File: config.mk
export PLATFORM = sky130hd
export DESIGN_NAME = t_using_sr_counter
export DESIGN_NICKNAME = d
export VERILOG_FILES = /design/src/rtl/t_using_sr_counter.sv
export SDC_FILE = /design/constraint.sdc
export NUM_CORES = 1
export LEC_CHECK = 0
export CAP_MARGIN = 20
export CORE_MARGIN = 2
export CORE_UTILIZATION = 42
export DETAILED_ROUTE_END_ITERATION = 8
export GPL_ROUTABILITY_DRIVEN = 0
export MAX_ROUTING_LAYER = met4
export PLACE_DENSITY = 0.76
export SLEW_MARGIN = 20
export SYNTH_ARGS = -nofsm -noshare
export SYNTH_HDL_FRONTEND = slang
export SYNTH_SLANG_ARGS = --single-unit
File: constraint.sdc
create_clock -name clk -period 2.2 [get_ports clk]
set_input_delay 0.44 -clock clk [delete_from_list [all_inputs] [get_ports clk]]
set_output_delay 0.44 -clock clk [all_outputs]
set_load 0.1 [all_outputs]
File: src/rtl/t_using_sr_counter.sv
// WIDTH-bit counter / toggle bank built from SR storage cells driven by T-to-SR excitation.
// Each cell records a sticky error if S and R are ever both high on a clock edge.

module t_sr_cell (
    input  logic clk,
    input  logic i_res,
    input  logic i_s,
    input  logic i_r,
    output logic o_q,
    output logic o_err
);

    logic r_q;
    logic r_err;

    // SR storage: S=R=1 holds state and latches the error flag
    always_ff @(posedge clk) begin
        if (i_res) begin
            r_q   <= 1'b0;
            r_err <= 1'b0;
        end else begin
            case ({i_s, i_r})
                2'b10:   r_q <= 1'b1;
                2'b01:   r_q <= 1'b0;
                default: r_q <= r_q;
            endcase
            if (i_s && i_r) begin
                r_err <= 1'b1;
            end
        end
    end

    assign o_q   = r_q;
    assign o_err = r_err;

endmodule

module t_using_sr_counter #(
    parameter int unsigned WIDTH = 4
) (
    input  logic             clk,
    input  logic             res,
    input  logic             en,
    input  logic             up,
    input  logic             load,
    input  logic [WIDTH-1:0] d,
    input  logic             tmode,
    input  logic [WIDTH-1:0] tmask,
    output logic [WIDTH-1:0] q,
    output logic             tc,
    output logic             sr_err
);

    logic [WIDTH-1:0] w_q;
    logic [WIDTH-1:0] w_all_up;
    logic [WIDTH-1:0] w_all_dn;
    logic [WIDTH-1:0] w_t;
    logic [WIDTH-1:0] w_s;
    logic [WIDTH-1:0] w_r;
    logic [WIDTH-1:0] w_cell_err;

    // Prefix AND of lower bits: all-ones below i for up, all-zeros below i for down
    always_comb begin
        logic v_run_up;
        logic v_run_dn;
        w_all_up = '0;
        w_all_dn = '0;
        v_run_up = 1'b1;
        v_run_dn = 1'b1;
        for (int unsigned i = 0; i < WIDTH; i++) begin
            w_all_up[i] = v_run_up;
            w_all_dn[i] = v_run_dn;
            v_run_up    = v_run_up & w_q[i];
            v_run_dn    = v_run_dn & ~w_q[i];
        end
    end

    // T selection by priority: load > tmode > count enable > hold
    always_comb begin
        w_t = '0;
        if (load) begin
            w_t = '0;
        end else if (tmode) begin
            w_t = tmask;
        end else if (en) begin
            w_t = up ? w_all_up : w_all_dn;
        end
    end

    // Excitation: load drives cells straight to d, otherwise T-to-SR conversion
    always_comb begin
        w_s = w_t & ~w_q;
        w_r = w_t & w_q;
        if (load) begin
            w_s = d & ~w_q;
            w_r = ~d & w_q;
        end
    end

    for (genvar g = 0; g < WIDTH; g++) begin : g_cell
        t_sr_cell u_cell (
            .clk   (clk),
            .i_res (res),
            .i_s   (w_s[g]),
            .i_r   (w_r[g]),
            .o_q   (w_q[g]),
            .o_err (w_cell_err[g])
        );
    end

    assign q      = w_q;
    assign sr_err = |w_cell_err;
    assign tc     = en & ~load & ~tmode & ((up & (&w_q)) | (~up & ~(|w_q)));

endmodule
==> reports/qor.csv, run 1 <==
metric,value,unit
arrival time of the worst setup path,1.66,ns
sequential-to-total area share from yosys stat,29.4,%
"Worst Path Class, Setup",in -> out,
drt drc,0,
global router's overall resource usage,16.5,%
"Reg clk slew, reported paths",0.05,ns
beginning of the worst hold path,g_cell[0].u_cell.o_err,
highest signal layer in the routed design,met3,
overall overflow remaining after global route,0,
Power Total,600,µW
endpoint with the worst hold slack,g_cell[0].u_cell.o_err,
average footprint of a synthesized cell,8.14,µm²
length of routed met3 wiring,63,µm
Worst Hold Path Cells,1,
Critical Path Source Type,input port,
# rows,12,
routed via count,523,
pin count of the biggest net entering global routing,10,
Max Cap Violations,0,
"setup slack, reg-to-reg",0.41,ns
count of different cell masters after synthesis,28,
Power Dens Cells,749,nW/µm²
gate count of the mapped netlist,67,
number of antenna cells inserted,0,
average wire per cell in the routed design,10.7,µm
"Hold Vio Cnt, Final",0,
insertion delay to the later sink of the worst-skew pair,0.26,ns
hold crit path type,reg -> reg,
timing-limited maximum frequency,0.475,GHz
"flops & latches, synth",8,
worst reg2reg endpoint,g_cell[2].u_cell.o_q,
max-slew violations,0,
worst setup skew after layout,0.0112,ns
number of nets with antenna violations after detailed routing,0,
required time at the endpoint of the critical path,1.76,ns
run status,"finished, final reports clean",
number of detailed-routing iterations run before antenna repair,2,
CTS tree,done,
post-place setup slack,-0.0912,ns
total setup violations reported at the end of the flow,0,
global-route wire length before repair,1690,µm
wire length on met2,558,µm
"IR drop worst, VDD",0.404,mV
M1 WL,478,µm
Worst Setup End Kind,output port,
number of global-route vias before repair,438,
post-route cell area,802,µm²
Synth Net Count,84,
maximum fanout encountered on the critical timing path,4,
startpoint of the worst register-to-register path,g_cell[1].u_cell.o_q,
die outline width,40.0,µm
Yosys warning count,0,
worst-case reg-to-reg path depth,8,
shortest clock period the worst path allows after layout,2.10,ns
TritonCTS sink count,8,
number of antenna violations at the first check in global routing,0,
Max-Slew Margin vs Limit,79.8,%
Tightest Pin Transition,0.303,ns
clock buffers created by TritonCTS,3,
worst path setup slack after routing,0.0960,ns
Die H,40.0,µm
drt via density,5.08,
"wirelength, routed",1100,µm
quantity of hold-fixing buffers added after cts,0,
Area Overhead vs Synth,47.0,%
I/O Pins,20,
Leak,0.357,nW
total number of nets in the final design,108,
share of the clock period used by the worst path after layout,95.6,%
die area,1600,µm²
CTS Buffer Depth,2,
H-tree depth reported by CTS,1,
count of buffers from port buffering,19,
area of the mapped netlist,546,µm²
DP Area,766,µm²
share of post-route cells with drive strength above 1,25.8,%
aggregate negative setup slack,0,ns
detailed router's first-iteration violation count,1,
detailed placer's ending HPWL,900,µm
final standard cell utilization of the core,69.4,%
Core Area,1160,µm²
clk root buf,clkbuf_4,
initial cell density of the core,47.2,%
unrepaired setup endpoints after global routing,false,
## cell families after synthesis
group | count (synthesis) | synth area share [%]
AND/OR/NAND/NOR | 36 | 34.6
AO/OA/AOI/OAI | 10 | 14.5
flip-flops | 8 | 29.4
buffers and inverters | 5 | 6.19
XOR/XNOR | 3 | 4.82
adder cells (fa/ha/maj) | 3 | 6.88
multiplexers | 2 | 3.67
## worst max-delay path: stages
cell	delay, ns
clkdlybuf4s50_1	0.49
nor2b_4	0.20
o21ai_2	0.10
nor3_4	0.23
buf_12	0.20
## cell type report
cell class / count / area, µm²
timing repair buffer: 24 / 228
sequential: 8 / 160
clock buffer: 3 / 22.5
tap: 14 / 17.5
multi-input combinational: 54 / 374
fill: 90 / 354
## state kept, by name, indices dropped and copies added, names as in the netlist
name	flops
g_cell.u_cell.o_err	4
g_cell.u_cell.o_q	4
## Yosys cell counts
master     n  area share [%]
a21oi_1    2             1.8
a221oi_1   1             1.6
a221oi_2   1             2.8
a22oi_1    1             1.4
a31oi_1    1             1.1
and2_2     1             1.4
and2_4     1             1.6
and4_2     1             1.8
buf_4      4             5.5
clkbuf_1   1            0.69
dfxtp_1    8              29
ha_1       3             6.9
mux2i_1    2             3.7
nand2_1    5             3.4
nand3_1    3             2.8
nor2_1    12             8.3
nor2b_1    4             4.6
nor2b_2    1             1.6
nor3_1     4             3.7
nor3_2     1             1.8
nor4_1     1             1.1
o21a_1     1             1.4
o21ai_2    1             1.6
o21bai_1   2             2.8
or3_1      1             1.1
or4_1      1             1.4
xnor2_1    2             3.2
xor2_1     1             1.6
## where the power goes
group	internal, mW	leakage, nW	switching, mW
combinational	0.101	0.277	0.196
clock	0.0624	0.0138	0.0493
sequential	0.163	0.0658	0.0295
## worst max path at each step
stage | start | end | slack, ns | cells after the start
5_1_grt | en | tc | 0.02 | 5
2_1_floorplan | g_cell[1].u_cell.o_q | tc | 0.18 | 3
4_1_cts | en | tc | 0.04 | 5
3_3_place_gp | up | g_cell[3].u_cell.o_q | -0.05 | 9
3_5_place_dp | up | g_cell[3].u_cell.o_q | -0.09 | 9
6_report | en | tc | 0.1 | 5
## layer usage
metal	vias to the layer above	track usage [%]
met3	0	8.33
met2	13	28.6
met5	-	-
met4	0	2.59
li1	280	-
met1	230	16.7
## cell usage in the layout, fill, tap and decap left out, types with 2 or more instances in the layout
cell type and n:
nor2_1 12, clkdlybuf4s50_1 12, buf_4 10, dfxtp_1 8
nand2_1 5, nor2b_1 4, nand3_1 3, nor3_1 3
ha_1 3, clkbuf_4 3, xnor2_1 2, o21bai_1 2
a21oi_1 2, mux2i_1 2
## metrics by stage
step,hold slack (ns),std cells
final,0.470,103
after global routing,0.481,103
after CTS,0.467,103
after detailed placement,0.460,100
after global placement,0.442,100
after floorplan,0.429,67
## repair_timing
item	in CTS	in global routing
endpoints found under the setup margin	0	1
buffers inserted	0	0
gates resized for setup	0	3
(Power assumes the default switching activity.)
==> run 2, diff against run 1 <==
--- a/config.mk
+++ b/config.mk
@@ -6,12 +6,12 @@
 export NUM_CORES = 1
 export LEC_CHECK = 0
 export CAP_MARGIN = 20
-export CORE_MARGIN = 2
-export CORE_UTILIZATION = 42
+export CORE_AREA = 2 2 39 41
 export DETAILED_ROUTE_END_ITERATION = 8
+export DIE_AREA = 0 0 41 43
+export DONT_BUFFER_PORTS = 1
 export GPL_ROUTABILITY_DRIVEN = 0
 export MAX_ROUTING_LAYER = met4
-export PLACE_DENSITY = 0.76
 export SLEW_MARGIN = 20
 export SYNTH_ARGS = -nofsm -noshare
 export SYNTH_HDL_FRONTEND = slang
==> run 2 against run 1 <==
Compared with the run above:
- routed wire length fell by 0.18%
- fmax grew 6.2%
- final area fell by 22%
- first-iteration DRC count grew to 3.0 times the previous value
- largest cell class unchanged
- flip-flop and latch count stayed put
==> reports/qor.csv, run 2 (same netlist as run 1, synthesis figures left out) <==
metric,value,unit,change
total setup violations reported at the end of the flow,0,,unchanged
insertion delay to the later sink of the worst-skew pair,0.26,ns,about the same
worst setup skew after layout,0.00685,ns,was 0.0112 ns
proportion of power drawn by flip-flops and latches,32.5,%,was 32.1%
"number of standard cells in the layout, taps in and fillers out",87,,was 103
average wire per cell in the routed design,12.6,µm,was 10.7 µm
Critical Path Source Type,flop,,was input port
detailed router's first-iteration violation count,3,,was 1
maximum fanout encountered on the critical timing path,9,,was 4
Power Total,561,µW,was 600 µW
share of total power in combinational logic,47.0,%,was 49.3%
CTS Buffer Depth,2,,unchanged
worst hold slack after final layout,0.244,ns,was 0.470 ns
proportion of total power due to net switching,46.6,%,was 45.7%
pin count of the biggest net entering global routing,12,,was 10
clock buffers created by TritonCTS,3,,unchanged
Max-Slew Margin vs Limit,78.5,%,was 79.8%
die outline width,41,µm,was 40.0 µm
"Worst Path Class, Setup",reg -> out,,was in -> out
shortest clock period the worst path allows after layout,1.98,ns,was 2.10 ns
post-route cell area,623,µm²,was 802 µm²
Resized cells post-CTS,0,,unchanged
Filler Cell Count,146,,was 90
# rows,14,,was 12
Power Dens Cells,900,nW/µm²,was 749 nW/µm²
clk root buf,clkbuf_4,,unchanged
drt drc,0,,unchanged
global-route wire length before repair,1680,µm,was 1690 µm
aggregate negative setup slack,0,ns,unchanged
Die H,43,µm,was 40.0 µm
detailed placer's ending HPWL,869,µm,was 900 µm
part of the total power dissipated in the clock network,20.5,%,was 18.6%
DP Area,601,µm²,was 766 µm²
most frequent cells in the layout,"nor2_1, dfxtp_1, nand2_1, buf_4, nor2b_1",,"was nor2_1, clkdlybuf4s50_1, buf_4"
share of the clock period used by the worst path after layout,90.1,%,was 95.6%
register cell area after layout,160,µm²,unchanged
number of detailed-routing iterations run before antenna repair,4,,was 2
Leak,0.267,nW,was 0.357 nW
max-slew violations,0,,unchanged
routed via count,465,,was 523
buffer count from post-CTS setup fixing,0,,unchanged
Core Area,1380,µm²,was 1160 µm²
number of antenna violations at the first check in global routing,0,,unchanged
drt via density,5.34,,was 5.08
internal power,299,µW,was 326 µW
arrival time of the worst setup path,1.54,ns,was 1.66 ns
Area Overhead vs Synth,14.2,%,was 47.0%
post-place setup slack,0.389,ns,was -0.0912 ns
dpl cells,84,,was 100
global router's overall resource usage,15.1,%,was 16.5%
"wirelength, routed",1100,µm,about the same
die area,1760,µm²,was 1600 µm²
reported net switching power,262,µW,was 274 µW
Max Cap Violations,0,,unchanged
hold crit path type,in -> reg,,was reg -> reg
H-tree depth reported by CTS,1,,unchanged
share of post-route cells with drive strength above 1,23.9,%,was 25.8%
final standard cell utilization of the core,45.0,%,was 69.4%
required time at the endpoint of the critical path,1.76,ns,about the same
Tightest Pin Transition,0.319,ns,was 0.303 ns
number of nets with antenna violations after detailed routing,0,,unchanged
"leading cell type in the layout, fill and taps excluded",nor2_1,,
unrepaired setup endpoints after global routing,false,,unchanged
"IR drop worst, VDD",0.474,mV,was 0.404 mV
number of antenna cells inserted,0,,unchanged
initial cell density of the core,39.4,%,was 47.2%
quantity of hold-fixing buffers added after cts,0,,unchanged
CTS tree,done,,unchanged
overall overflow remaining after global route,0,,unchanged
count of buffers from port buffering,0,,was 19
Worst Setup End Kind,output port,,unchanged
total number of nets in the final design,90,,was 108
"Reg clk slew, reported paths",0.06,ns,was 0.05 ns
timing-limited maximum frequency,0.505,GHz,was 0.475 GHz
number of global-route vias before repair,418,,was 438
worst path setup slack after routing,0.219,ns,was 0.0960 ns
TritonCTS sink count,8,,unchanged
I/O Pins,20,,unchanged
"Hold Vio Cnt, Final",0,,unchanged
area of combinational cells with multiple inputs,363,µm²,was 374 µm²
run status,"finished, final reports clean",,unchanged
[run 2: changes by cell type in the layout (fill, tap and decap cells not counted)]
cell	before	now
nor4_2	1	0
buf_4	10	5
dlymetal6s2s_1	1	0
nor2b_4	1	0
nor2b_2	0	1
nor4_1	0	1
clkdlybuf4s50_1	12	0
[run 2: area by class of cell]
class                      instances  share of cell area [%]
multi-input combinational         54                    58.2
timing repair buffer               6                    9.24
sequential                         8                    25.7
tap                               16                    3.21
clock buffer                       3                    3.61
[run 2: final timing paths]
path / startpoint / end / slack [ns] / depth (start not counted)
max reg2reg: g_cell[1].u_cell.o_q / g_cell[3].u_cell.o_q / 0.41 / 8
max: g_cell[1].u_cell.o_q / tc / 0.22 / 4
min reg2reg: g_cell[0].u_cell.o_err / g_cell[0].u_cell.o_err / 0.46 / 1
min: res / g_cell[2].u_cell.o_err / 0.24 / 1
[run 2: worst max-delay path, cell delays in order (launching register included)]
cell	delay (ns)
dfxtp_1	0.38
nor4_1	0.36
o21ai_2	0.13
nor3_4	0.21
buf_12	0.20
[run 2: metal layers]
metal	vias to the layer above	wire [µm]	track usage, %
met5	-	0	-
met4	0	10	4.00
met3	2	72	9.42
met2	10	564	21.6
met1	211	451	17.2
li1	242	-	-
[run 2: power by group through the flow]
stage               clock network (mW)  logic (mW)  registers (mW)
finish                           0.115       0.264           0.182
global route                     0.129       0.283           0.186
CTS                              0.119       0.265           0.182
detailed placement                   0       0.265           0.185
global placement                     0       0.261           0.184
floorplan                            0       0.240           0.187
